$ cat config.mk
export PLATFORM = sky130hd
export DESIGN_NAME = fetch_unit
export DESIGN_NICKNAME = d
export VERILOG_FILES = /design/src/rtl/fetch_unit.sv
export SDC_FILE = /design/constraint.sdc
export NUM_CORES = 1
export LEC_CHECK = 0
export CELL_PAD_IN_SITES_DETAIL_PLACEMENT = 1
export CELL_PAD_IN_SITES_GLOBAL_PLACEMENT = 2
export CORE_MARGIN = 2
export CORE_UTILIZATION = 33
export DETAILED_ROUTE_END_ITERATION = 10
export PLACE_DENSITY_LB_ADDON = 0.1
export SETUP_SLACK_MARGIN = 0.2
export SYNTH_ARGS = -nofsm -noshare
export SYNTH_HDL_FRONTEND = slang
export SYNTH_SLANG_ARGS = --single-unit
$ cat constraint.sdc
create_clock -name clk -period 5.3 [get_ports clk]
set_input_delay 0.795 -clock clk [delete_from_list [all_inputs] [get_ports clk]]
set_output_delay 0.795 -clock clk [all_outputs]
set_load 0.01 [all_outputs]
$ cat src/rtl/fetch_unit.sv
// fetch_unit: instruction fetch stage with PC, req/ack memory port,
// 2-entry instruction FIFO and branch redirect with stale-data drain.
module fetch_unit #(
  parameter int ADDRESS_WIDTH = 32,
  parameter int DATA_WIDTH    = 32,
  parameter logic [ADDRESS_WIDTH-1:0] RESET_PC = '0
) (
  input  logic                     clk,
  input  logic                     rst,
  output logic                     imem_req,
  output logic [ADDRESS_WIDTH-1:0] imem_addr,
  input  logic                     imem_ack,
  input  logic [DATA_WIDTH-1:0]    imem_rdata,
  output logic [DATA_WIDTH-1:0]    instr,
  output logic [ADDRESS_WIDTH-1:0] instr_pc,
  output logic                     instr_valid,
  input  logic                     instr_ready,
  input  logic                     PCsrc,
  input  logic [ADDRESS_WIDTH-1:0] branch_target
);

  localparam logic [1:0] IDLE  = 2'd0;
  localparam logic [1:0] REQ   = 2'd1;
  localparam logic [1:0] DRAIN = 2'd2;

  logic [1:0]               state;
  logic [1:0]               state_n;
  logic [ADDRESS_WIDTH-1:0] pc;
  logic [ADDRESS_WIDTH-1:0] pc_n;
  logic [ADDRESS_WIDTH-1:0] tgt;
  logic [ADDRESS_WIDTH-1:0] tgt_n;
  logic [ADDRESS_WIDTH-1:0] redir;

  logic [1:0]               count;
  logic [1:0]               count_n;
  logic [DATA_WIDTH-1:0]    d0;
  logic [DATA_WIDTH-1:0]    d1;
  logic [ADDRESS_WIDTH-1:0] a0;
  logic [ADDRESS_WIDTH-1:0] a1;

  logic push;
  logic pop;
  logic wr0;
  logic issue;

  assign redir = branch_target & ~ADDRESS_WIDTH'(3);

  assign pop  = (count != 2'd0) && instr_ready;
  assign push = (state == REQ) && imem_ack && !PCsrc;

  // New word lands in head slot when the FIFO is (or becomes) empty
  assign wr0 = push && (count == (pop ? 2'd1 : 2'd0));

  always_comb begin
    if (PCsrc) begin
      count_n = 2'd0;
    end else begin
      count_n = count + {1'b0, push} - {1'b0, pop};
    end
  end

  assign issue = (count_n != 2'd2);

  always_comb begin
    state_n = state;
    pc_n    = pc;
    tgt_n   = tgt;
    case (state)
      IDLE: begin
        if (PCsrc) begin
          state_n = REQ;
          pc_n    = redir;
        end else if (issue) begin
          state_n = REQ;
        end
      end
      REQ: begin
        if (PCsrc) begin
          if (imem_ack) begin
            state_n = REQ;
            pc_n    = redir;
          end else begin
            state_n = DRAIN;
            tgt_n   = redir;
          end
        end else if (imem_ack) begin
          pc_n    = pc + ADDRESS_WIDTH'(4);
          state_n = issue ? REQ : IDLE;
        end
      end
      DRAIN: begin
        // Outstanding word belongs to the abandoned path; drop it
        if (imem_ack) begin
          state_n = REQ;
          pc_n    = PCsrc ? redir : tgt;
        end else if (PCsrc) begin
          tgt_n = redir;
        end
      end
      default: begin
        state_n = IDLE;
      end
    endcase
  end

  always_ff @(posedge clk) begin
    if (rst) begin
      state <= IDLE;
      pc    <= RESET_PC;
      tgt   <= RESET_PC;
    end else begin
      state <= state_n;
      pc    <= pc_n;
      tgt   <= tgt_n;
    end
  end

  always_ff @(posedge clk) begin
    if (rst) begin
      count <= 2'd0;
      d0    <= '0;
      d1    <= '0;
      a0    <= '0;
      a1    <= '0;
    end else if (PCsrc) begin
      count <= 2'd0;
    end else begin
      count <= count_n;
      if (pop && !wr0) begin
        d0 <= d1;
        a0 <= a1;
      end
      if (wr0) begin
        d0 <= imem_rdata;
        a0 <= pc;
      end else if (push) begin
        d1 <= imem_rdata;
        a1 <= pc;
      end
    end
  end

  assign imem_req    = (state != IDLE);
  assign imem_addr   = pc;
  assign instr       = d0;
  assign instr_pc    = a0;
  assign instr_valid = (count != 2'd0);

endmodule

==> run summary, run 1 <==
Sequential cells were found to cover 43.7% of the synthesized design area. The number of detailed-route iterations in the first pass is 5. The number of buffers inserted to repair setup after CTS is 0. The cell area after synthesis came out at 8970 sq um. The last weighted congestion value of the routability-driven placer came out at 0.753. Wires add up to 30.2 mm. Along the worst path, the maximum fanout reaches 17.

Of the total synthesized cell area, the portion taken by full adders, half adders and majority gates is 0.976%. The initial DRC count is 440. The floorplan has 60 rows. The total routing resource utilization after global routing came out at 21.2%. The cell count after placement is 1518. During synthesis, Yosys emitted a total of 0 warnings. The worst path buffer plus inverter count came out at 2. Entering global routing, the biggest net connects 110 pins. The worst hold path begins at a1[11]$_SDFFE_PP0P_. The final worst-path cycle share is 62.3%.

The via count of the first global-routing pass is 8305. By startpoint and endpoint, the worst setup path is classified as reg -> reg. The number of DRC violations after detailed routing is 0. The TritonCTS clock tree is yes. The number of synthesized register bits came out at 196. In this run the clock root is driven by a clkbuf_16. The synthesized-area fraction occupied by and/or/nand/nor cells came out at 20.5%. The worst hold path terminates at a1[11]$_SDFFE_PP0P_. The worst register-to-register path ends at state[1]$_SDFFE_PP0P_. Summing the areas of all compound-gate instances in the mapped netlist gives 21.2% of the synthesized area.

For this design, the CTS-stage hold fixing added 0 buffers. At the worst endpoint, the required time is 5.65 ns. The height of the die came out at 169 microns.

The HPWL reported at the end of detailed placement came out at 19.7 mm. Averaged over all synthesized cells, the footprint is 8.20 sq um. The top cell type's share of synthesized area is 43.7%.

The count of flip-flops with a built-in enable after synthesis came out at 0. Summed over all cells, the static leakage comes to 3.77 nW. The worst register-to-register path has a setup slack of 2.00 ns. Once layout is done, the placed cells without fillers occupy 11400 sq um. The post-cts repair resize count came out at 0.

Dividing the detail-routed wire length by the instance count gives 19.5 microns. The flow ran to the end, and the final reports show no timing, DRC or antenna violations. The number of levels the H-tree was split into is 4.

The signal arrival time at the worst endpoint came out at 3.65 ns. The worst register-to-register path begins at state[1]$_SDFFE_PP0P_. The ratio of total power to cell area is 330 nW/um^2. The critical path goes through inv_1 > ha_1 > and2b_1 > nand2_1 > ha_1 > inv_1 > ha_1 > xnor3_1 > nor3_1 > a211oi_1 > nor2_1 > o21a_1. The number of hold-slack violations in the final timing report is 0. After floorplanning, the core was sized to cover 26800 sq um. The post-route netlist has 5.38% of its cells at a drive strength greater than 1. The cell family contributing the most delay on the critical path is adder cells. The delay contributed by the slowest stage of the critical path came out at 0.61 ns. The number of nets in the finished design is 1272.

The tightest min-delay check is of the reg -> reg type. The cell depth of the worst flop-to-flop path came out at 12. The antenna diode count came out at 0. The number of antenna violations at the first check in global routing came out at 0.

The number of max-slew violations in the final report is 0. The most numerous cell type found on the critical path is ha_1. The effective utilization at floorplan came out at 33.5%. The biggest area contributor in the post-synthesis netlist is dfxtp_1.

The number of max-cap violations is 0. The first-pass GRT wire length came out at 47.5 mm. The residual antenna-violating net count after detailed routing is 0. The number of standard cells in the final layout excluding fillers is 1550.

The number of buffers created by CTS is 17. The area of the die came out at 28500 sq um. The width of the die is 169 microns.

167 I/O pins were placed. The post-synthesis cell type count is 61. For this run, the leading register cell type out of synthesis is dfxtp_1.

After synthesis, the cell types taking the most area are dfxtp_1, nand2_1, mux2i_1. The clock transition time at the flip-flop clock pins of the worst setup and hold paths is 0.09 ns. Setup repair after global routing left no endpoint under its margin.

Dividing the detail-routed via count by the number of cells gives 5.37. The kind of capture point of the worst setup path is a flip-flop. The worst setup path is launched from a flip-flop. The maximum ir drop on the vdd rail is 0.000197 V. The number of sinks driven by the clock tree is 196. The later pin in the worst-skew pair is clocked with a latency of 0.45 ns. Between clock sinks in the finished design, the worst skew comes to 0.0157 ns.

The final number of setup-violating endpoints came out at 0. The synthesized instance count came out at 1094. For the pin with the worst max-slew slack, the measured transition is 1.01 ns.

Port buffering added 164 buffers. The worst hold slack after final layout is 0.454 ns. The maximum buffer depth of the clock tree is 2.

The final route contains 8321 vias. The mux contribution to synthesized area came out at 7.25%. The highest clock frequency the design can meet is 0.303 GHz. The overall overflow remaining after global route is 0. The number of nets in the synthesized netlist came out at 1170. On the critical path, the stage with the largest delay is an instance of ha_1. The xor/xnor share of the synthesized area came out at 0.934%.

The clock period minus final worst setup slack is 3.30 ns. The share of flip-flops with an asynchronous set or reset came out at 0%. Measured against its own limit, the worst slew margin works out to 32.7%. The layout overhead on the synthesized area came out at 27.2%.

The main combinational cell family by area after synthesis is compound AO/OA/AOI/OAI gates. The placed standard-cell area came out at 10800 sq um. The worst hold path passes through 2 cells. The fill cell instance count of the final layout came out at 3100. Adding up every negative setup slack in the final design gives 0 ns.
[cells in the mapped netlist (5+ instances only)]
library cell / number
a221o_1: 7
o221ai_1: 5
o21ai_0: 31
nand3b_1: 5
a22oi_1: 10
nor2b_1: 6
nor2_1: 100
buf_1: 7
a31oi_1: 5
nand3_1: 14
dfxtp_1: 196
nor3_1: 18
mux2i_1: 65
nand2_1: 212
nor4_1: 6
nand4_1: 17
and3_1: 7
buf_2: 17
a21oi_1: 106
buf_4: 10
o22ai_1: 5
o31ai_1: 8
ha_1: 7
a221oi_1: 11
a22o_1: 11
clkbuf_1: 64
a211oi_1: 70
inv_1: 14
[placed cells by master, fill, tap and decap left out, types with 5 or more instances in the layout]
cell type / instances
ha_1: 7
nand3_1: 13
nand3b_1: 5
o22ai_1: 5
nor3_1: 18
nand4_1: 17
nor4_1: 6
clkbuf_16: 17
a221o_1: 7
a31oi_1: 5
a22oi_1: 10
nor2_1: 99
o221ai_1: 5
a211oi_1: 70
inv_1: 14
mux2i_1: 65
nor2b_1: 5
a21oi_1: 106
buf_4: 17
dfxtp_1: 196
a22o_1: 11
and3_1: 7
clkdlybuf4s50_1: 163
o31ai_1: 8
a221oi_1: 11
o21ai_0: 31
nand2_1: 212
[registers in the layout, indices dropped and copies added (netlist names)]
register	cells
d1	32
state	2
tgt	32
instr_pc	32
a1	32
imem_addr	32
count	2
instr	32
[report_power, final]
part,internal (mW),switching (mW)
registers,1.56,0.142
clock network,0.698,0.674
logic,0.319,0.377
total,2.58,1.19
[worst min-delay path, cell delays in order (launching register included)]
cell and delay, ns:
dfxtp_1 0.31, nand2_1 0.05, a21oi_1 0.05
[worst max-delay path by stage]
stage	start	endpoint	slack, ns	cells after the start
3_5_place_dp	PCsrc	state[1]$_SDFFE_PP0P_	1.59	11
6_report	state[1]$_SDFFE_PP0P_	state[1]$_SDFFE_PP0P_	2.00	12
4_1_cts	state[1]$_SDFFE_PP0P_	state[1]$_SDFFE_PP0P_	1.96	12
3_3_place_gp	PCsrc	state[1]$_SDFFE_PP0P_	1.73	11
5_1_grt	state[1]$_SDFFE_PP0P_	state[1]$_SDFFE_PP0P_	1.78	12
2_1_floorplan	PCsrc	state[1]$_SDFFE_PP0P_	2.75	10
[cell families after synthesis]
logic type,after synthesis
AOI/OAI and AO/OA,292
xor gates and xnor gates,8
buffers and inverters,113
DFF,196
muxes,65
and+or+nand+nor,413
adders and majority gates,7
[cell type report]
| class | count | area, sq um | share of cell area, % |
|---|---|---|---|
| clock buffers | 18 | 439 | 3.85 |
| clock inverters | 14 | 181 | 1.59 |
| inverters | 14 | 52.6 | 0.460 |
| multi-input cells | 785 | 4600 | 40.3 |
| flip-flops and latches | 196 | 3920 | 34.4 |
| well taps | 341 | 427 | 3.74 |
| repair buffers | 182 | 1790 | 15.7 |
[stage by stage]
step | power (mW) | util, % | setup WS, ns
2_1_floorplan | 2.06 | - | 2.75
3_3_place_gp | 2.42 | 40.3 | 1.73
3_5_place_dp | 2.43 | 40.3 | 1.59
4_1_cts | 3.82 | 42.6 | 1.96
5_1_grt | 3.95 | 42.6 | 1.78
6_report | 3.77 | 42.6 | 2.00
[routing by layer]
metal	share of wire, %	track usage, %	up-vias	wire length [microns]
met3	3.4	2.97	26	1040
met5	0	0	-	0
met4	1.4	5.58	0	424
met2	47	35.9	168	14300
li1	-	-	4082	-
met1	48	28.5	4045	14500
(Power assumes the default switching activity.)
==> run 2: changes to the inputs <==
Settings changed: CORE_UTILIZATION 33 to 31.
Clock period 5.3 ns to 3.3 ns, I/O delays scaled along.
==> run 2 against run 1 <==
Effect of this change: clock power increased by 50%; sequential power is 60% higher; via count rose by 1.1%; largest cell class unchanged; final cell count rose by 4.1%; worst setup slack got worse by 1.3 ns; total power rose by 57%; critical path type unchanged; largest power group unchanged.
==> run summary, run 2 (synthesized netlist as in run 1, its figures left out) <==
The height of the die came out at 174 microns. The number of detailed-route iterations in the first pass came out at 4. After floorplanning, the core was sized to cover 28600 sq um.

In this run the post-CTS setup repair buffer count came out at 0. The initial utilization of the core area, before any placement, comes to 31.3%. The via count of the first global-routing pass is 8452.

The routed design could run at a clock period as short as 2.64 ns. The clock transition time at the flip-flop clock pins of the worst setup and hold paths is 0.08 ns. The number of max-slew violations in the final report is 0.

The number of buffers inserted for hold repair after clock tree synthesis came out at 0. The last weighted congestion value of the routability-driven placer is 0.748. TritonCTS built the clock tree. The number of sinks driven by the clock tree is 196. The cell chosen for the clock root is clkbuf_16.

Traced cell by cell, the critical path runs through inv_1 > ha_1 > and2b_1 > nand2_1 > ha_1 > inv_1 > ha_1 > xnor3_1 > nor3_1 > a211oi_1 > nor2_1 > o21a_1. The worst hold path belongs to the class in -> reg. The via count normalized by instance count came out at 5.22.

In the layout the commonest cells are nand2_1, dfxtp_1, clkdlybuf4s50_1, a21oi_1, nor2_1. Of the total power, combinational logic draws 19.6%. Internal power comes to 4.05 mW.

The number of antenna violations at the first check in global routing came to 0. The most common cell type on the critical path is ha_1. In this run the deepest clock path goes through 2 buffers. The highest clock frequency the design can meet came out at 0.378 GHz.

Across the whole layout, storage elements account for 3920 sq um. The critical path in this run is classified as reg -> reg. The worst setup path is captured at a flip-flop. STA classifies the critical path startpoint as a flip-flop. The maximum ir drop on the vdd rail is 0.000349 V.

The ratio of total power to cell area came out at 510 nW/um^2. The maximum number of pins on one net before global-route repair is 129. The cell count after placement is 1581. The leading cell type in the layout, fill and taps excluded is nand2_1.

The post-route setup TNS came out at 0 ns. The number of DRC violations after detailed routing came out at 0. The layout overhead on the synthesized area came out at 29.6%. Setup repair after global routing left no endpoint under its margin. The final wirelength is 30.7 mm. The internal reg-to-reg setup slack is 0.66 ns.

The clock share of power is 34.6%. The number of nets in the finished design came out at 1292. For this run the aggregate overflow at the end of global routing stands at 0. The HPWL reported at the end of detailed placement came out at 20.8 mm. The worst-case headroom to the max-slew limit is 40.0%. Per report_power, the sequential group accounts for 45.9% of the total. The cell leakage power came out at 3.86 nW. In this design, the largest share of critical-path delay is due to adder cells.

The number of levels the H-tree was split into is 4. The measured slew at the worst slew-check pin is 0.900 ns. The width of the die is 174 microns. The residual antenna-violating net count after detailed routing is 0. The worst path buffer plus inverter count is 2. The flow ran to the end, and the final reports show no timing, DRC or antenna violations. The critical path data required time is 3.63 ns. The first-pass GRT wire length came out at 48.7 mm. The final worst clock skew came out at 0.0203 ns. The average wire per standard cell came out at 19.1 microns.

Across the run, the number of max-cap violations was 0. The finished cells cover 11600 sq um. The clock insertion delay at the later pin of the skew report came out at 0.44 ns.

The number of buffers created by CTS came out at 17. The final worst-path cycle share came out at 80.1%. The switching part of the total power is 31.7%.

The fill cell instance count of the final layout came out at 3361. The number of hold-slack violations in the final timing report came to 0. The routed via count is 8412.

The final number of setup-violating endpoints came out at 0. The total routing resource utilization after global routing is 20.2%. The number of buffer cells added on primary ports came out at 164. The die covers 30300 sq um. The placed standard-cell area is 11100 sq um. The area of the multi-input gates came out at 4590 sq um.

The largest fanout on the critical path came out at 9. The number of standard cells in the final layout excluding fillers came out at 1613. The boundary pin count came out at 167. The slowest stage of the critical path is the a211oi_1 cell.

The initial DRC count came out at 382. For this design the total switching power over the nets is 1.88 mW. The signal arrival time at the worst endpoint came out at 2.97 ns. The placement row count is 62. The delay contributed by the slowest stage of the critical path came out at 0.37 ns.

The post-cts repair resize count is 0. The antenna diode count came out at 0. The fraction of layout cells with a size suffix above 1 came out at 6.83%.
## run 2: through the flow
stage / power [mW] / utilization (%) / setup WS [ns] / hold WS (ns)
finish: 5.93 / 40.6 / 0.657 / 0.425
global route: 6.24 / 40.6 / 0.415 / 0.437
detailed placement: 3.94 / 38.7 / 0.450 / 0.448
CTS: 6.03 / 40.6 / 0.625 / 0.418
global placement: 3.93 / 38.7 / 0.496 / 0.441
floorplan: 3.31 / - / 0.941 / 0.436
## run 2: area by class of cell
type / instances / share of cell area, %
tap: 384 / 4.13
multi-input combinational: 785 / 39.5
inverter: 14 / 0.452
clock buffer: 18 / 3.69
timing repair buffer: 202 / 17.3
sequential: 196 / 33.7
clock inverter: 14 / 1.19
## run 2: final timing paths
kind | startpoint | to | cells after the start
setup / recovery | state[1]$_SDFFE_PP0P_ | state[1]$_SDFFE_PP0P_ | 12
setup reg to reg | state[1]$_SDFFE_PP0P_ | state[1]$_SDFFE_PP0P_ | 12
hold reg to reg | tgt[8]$_SDFFE_PP0P_ | tgt[8]$_SDFFE_PP0P_ | 2
hold / removal | rst | tgt[6]$_SDFFE_PP0P_ | 2
## run 2: power by group through the flow
stage          sequential [mW]  clock [mW]  combinational, mW
6_report                  2.72        2.05               1.16
5_1_grt                   2.75        2.22               1.27
4_1_cts                   2.72        2.13               1.17
3_5_place_dp              2.78           0               1.17
3_3_place_gp              2.78           0               1.15
2_1_floorplan             2.71           0              0.596
## run 2: worst register-to-register path, stage by stage, from the launching register on
cell,delay [ns]
dfxtp_1,0.33
inv_1,0.09
ha_1,0.36
and2b_1,0.21
nand2_1,0.09
ha_1,0.30
inv_1,0.05
ha_1,0.18
xnor3_1,0.25
nor3_1,0.06
a211oi_1,0.37
nor2_1,0.09
o21a_1,0.19
## run 2: per-layer routing
metal / wire (microns) / vias to the layer above / global-route usage [%]
met5: 0 / - / 0
li1: - / 4119 / -
met1: 14900 / 4116 / 27.5
met3: 1160 / 12 / 3.54
met2: 14500 / 165 / 33.9
met4: 202 / 0 / 3.75
==> patch 1: new RTL, settings of run 2 <==
Set the parameter `DATA_WIDTH` to 64 (it was 32).
--- a/src/rtl/fetch_unit.sv
+++ b/src/rtl/fetch_unit.sv
@@ -2,7 +2,7 @@
 // 2-entry instruction FIFO and branch redirect with stale-data drain.
 module fetch_unit #(
   parameter int ADDRESS_WIDTH = 32,
-  parameter int DATA_WIDTH    = 32,
+  parameter int DATA_WIDTH    = 64,
   parameter logic [ADDRESS_WIDTH-1:0] RESET_PC = '0
 ) (
   input  logic                     clk,
Ports: changed (resized imem_rdata and instr); port bits go from 167 to 231. No check against the original RTL was run, so the function may have changed too.
==> patch 1 against run 2 <==
- sequential cell count is 64 higher
- utilization rose by 0.95 points
- highest routed layer unchanged
- via count increased by 26%
- final area grew 31%
- largest cell class unchanged
- area after synthesis up 28%
- wire length is 30% higher
- worst setup slack better by 0.055 ns
- total power increased by 42%
- sequential share of layout area up 0.54 points
==> patch 1: results (changes against run 2) <==
Cells and area
  • Fraction of area in multi-input gates: 0.3716 (-0.02326)
  • Buffers, non-clock: 264 (+31%)
  • Nets: 1660 (+28%)
  • Fin util: 0.4159 (+0.009513)
  • Data buffer area share: 0.1749 (+0.001600)
  • Sequential cell area share: 0.3426 (+0.005366)

Detailed routing
  • DR vias: 10604 (+26%)

Timing
  • Fin crit share: 0.7842 (-0.01667)
  • Worst slew pin tran: 0.9047 ns (+0.004849 ns)
  • Clock Skew: 0.01476 ns (-0.005565 ns)

Floorplanning
  • Tapcells: 468 (+22%)

Logic synthesis
  • Cells after Synth: 1376 (+26%)
  • Synth top area cells: dfxtp_1 45%, nand2_1 9.0%, mux2i_1 8.5%
  • Syn_nets: 1484 (+27%)

CTS
  • H-tree depth: 2 (-2)
  • CTS Buf Count: 34 (+17)
  • Clk pin slew, worst setup/hold paths: 0.06 ns (-0.02 ns)
  • CTS max path bufs: 3 (+1)

Global routing
  • Met2 Use GR: 0.3265 (-0.01247)
  • Largest net degree at the start of global routing: 82 (-36%)
  • Met1 Use GR: 0.2876 (+0.01275)
  • GRT Total Usage: 0.2034 (+0.001085)

Power and ir drop
  • P_seq: 0.00355 W (+31%)
  • Sw frac: 0.2809 (-0.03647)

Run status
  • Outcome: completed

Critical path
  • Critical path peak fanout: 15 (+6)
[patch 1: worst paths after layout]
kind         cells after the start             startpoint                          to
max                              7  state[0]$_SDFFE_PP0P_  imem_addr[24]$_SDFFE_PP0P_
min                              2                    rst         tgt[8]$_SDFFE_PP0P_
max reg2reg                      7  state[0]$_SDFFE_PP0P_  imem_addr[24]$_SDFFE_PP0P_
min reg2reg                      2    d1[27]$_SDFFE_PP0P_         d1[27]$_SDFFE_PP0P_
[patch 1: worst max-delay path: stages (launching register included)]
cell	delay, ns
dfxtp_1	0.34
inv_1	0.11
ha_1	0.17
nor2b_1	0.66
and2_1	0.71
a22oi_1	0.20
o32a_1	0.21
o21ai_1	0.11
[patch 1: cell families after synthesis]
kind of cell / after synthesis / share of synthesized area
XOR/XNOR: 8 / 0.007302
multiplexers: 97 / 0.08458
buffers and inverters: 139 / 0.05711
AND/OR/NAND/NOR: 509 / 0.1901
adder cells (fa/ha/maj): 7 / 0.007629
flip-flops: 260 / 0.4534
AO/OA/AOI/OAI: 356 / 0.1999
==> patch 2: new RTL, settings of run 2 <==
Made on the original files. Register the input `branch_target` before use, cleared by the reset. The logic sees it one clock later. The other inputs are not delayed to match.
--- a/src/rtl/fetch_unit.sv
+++ b/src/rtl/fetch_unit.sv
@@ -23,6 +23,16 @@
   localparam logic [1:0] REQ   = 2'd1;
   localparam logic [1:0] DRAIN = 2'd2;
 
+  logic [ADDRESS_WIDTH-1:0] branch_target_q;
+
+  always_ff @(posedge clk) begin
+    if (rst) begin
+      branch_target_q <= '0;
+    end else begin
+      branch_target_q <= branch_target;
+    end
+  end
+
   logic [1:0]               state;
   logic [1:0]               state_n;
   logic [ADDRESS_WIDTH-1:0] pc;
@@ -43,7 +53,7 @@
   logic wr0;
   logic issue;
 
-  assign redir = branch_target & ~ADDRESS_WIDTH'(3);
+  assign redir = branch_target_q & ~ADDRESS_WIDTH'(3);
 
   assign pop  = (count != 2'd0) && instr_ready;
   assign push = (state == REQ) && imem_ack && !PCsrc;
Check against the original RTL: not equivalent (Yosys sat finds a counterexample within 4 cycles, from zero or initial values and one cycle with rst high).
==> patch 2 against run 2 <==
- critical path depth fell by 1
- final cell count rose by 9.7%
- sequential cell count rose by 30
- clock power rose by 42%
- synthesized cell count rose by 7.4%
- worst setup slack improved by 0.081 ns
- total power rose by 21%
- non-clock buffer count rose by 6
- global-route usage fell by 1.7 points
- clock skew fell by 0.0078 ns
- area after synthesis rose by 13%
- final area rose by 13%
- wire length rose by 2.9%
- combinational power rose by 4%
- highest routed layer unchanged
==> patch 2: results (changes against run 2) <==
Run status
  • Outcome: completed

Timing
  • Worst slew pin tran: 0.7657 ns (-0.1342 ns)
  • Fin crit share: 0.7764 (-0.02443)
  • WHS: 0.4535 ns (+0.02885 ns)

Global routing
  • GRT Total Usage: 0.1853 (-0.01702)

Min path
  • Worst hold path type: reg2reg

Power and ir drop
  • Leakage: 4.473 nW (+16%)

Logic synthesis
  • Mean area per synthesized cell: 8.623 um2 (+5.1%)
  • Yosys cell types: 66 (+8.2%)
  • XOR/XNOR Fraction of Synth Area: 0.007780 (-0.001562)
  • Leading cell types by count after synthesis: 226 x dfxtp_1, 216 x nand2_1, 112 x a21oi_1

Critical path
  • R2R cell count: 11 (-1)
  • RR Startpoint: count[1]$_SDFF_PP0_
  • Critical Path AT: 2.99 ns (+0.02 ns)
  • Cell family contributing the most delay on the critical path: compound AO/OA/AOI/OAI gates
  • Max stage delay on crit path: 0.41 ns (+0.04 ns)

Detailed routing
  • Routed len/inst: 17.87 um (-6.2%)
  • Met2 wire len: 13.86 mm (-4.3%)
  • DR iter-0 viols: 344 (-9.9%)
  • DR vias: 8743 (+3.9%)
  • DRT met1 WL: 15.91 mm (+6.8%)
  • Vias per cell: 4.940 (-5.3%)

CTS
  • Clk pin slew, worst setup/hold paths: 0.06 ns (-0.02 ns)

Place
  • Detailed Place HPWL: 21.32 mm (+2.3%)
  • Placed insts: 1721 (+8.9%)
  • Placement Cell Area: 12280 um2 (+11%)
-- patch 2: changes by cell type after synthesis, moves of 7 or more --
| cell | change |
|---|---|
| a211oi_1 | -44 |
| a211oi_2 | +40 |
| a221o_1 | +7 |
| dfxtp_1 | +30 |
| nor2b_1 | +28 |
-- patch 2: worst min-delay path by stage --
stage	to	depth (start not counted)
finish	d1[6]$_SDFFE_PP0P_	2
global placement	a1[13]$_SDFFE_PP0P_	2
detailed placement	d1[6]$_SDFFE_PP0P_	2
CTS	d1[6]$_SDFFE_PP0P_	2
global route	a1[18]$_SDFFE_PP0P_	2
floorplan	tgt[9]$_SDFFE_PP0P_	2
-- patch 2: final cells by class --
| cell class | instances | area [um2] |
|---|---|---|
| fillers | 3741 | 19220 |
| multi-input cells | 830 | 5080 |
| flip-flops and latches | 226 | 4524 |
| repair buffers | 208 | 2063 |
| clock buffers | 44 | 852.1 |
| well taps | 442 | 553.0 |
| inverters | 15 | 56.30 |
| clock inverters | 5 | 25.02 |
-- patch 2: where the power goes --
group | switching, W | total [W] | internal [W] | leakage (nW)
logic | 0.000653 | 0.00121 | 0.000561 | 2.20
clock network | 0.00117 | 0.00292 | 0.00175 | 0.437
registers | 0.000175 | 0.00303 | 0.00286 | 1.84
-- patch 2: metal layers --
metal  vias up  track usage
met5         -            0
met4         0      0.03683
met3        30      0.02792
met2       159       0.2921
met1      4158       0.2680
li1       4396            -
-- patch 2: cells by family (layout without fill, tap and decap cells) --
kind of cell | count (synthesis) | count (layout)
xor+xnor | 9 | 9
compound gates | 306 | 306
fa+ha+maj | 7 | 7
buf+inv | 119 | 272
mux | 65 | 65
simple gates | 443 | 443
flops | 226 | 226
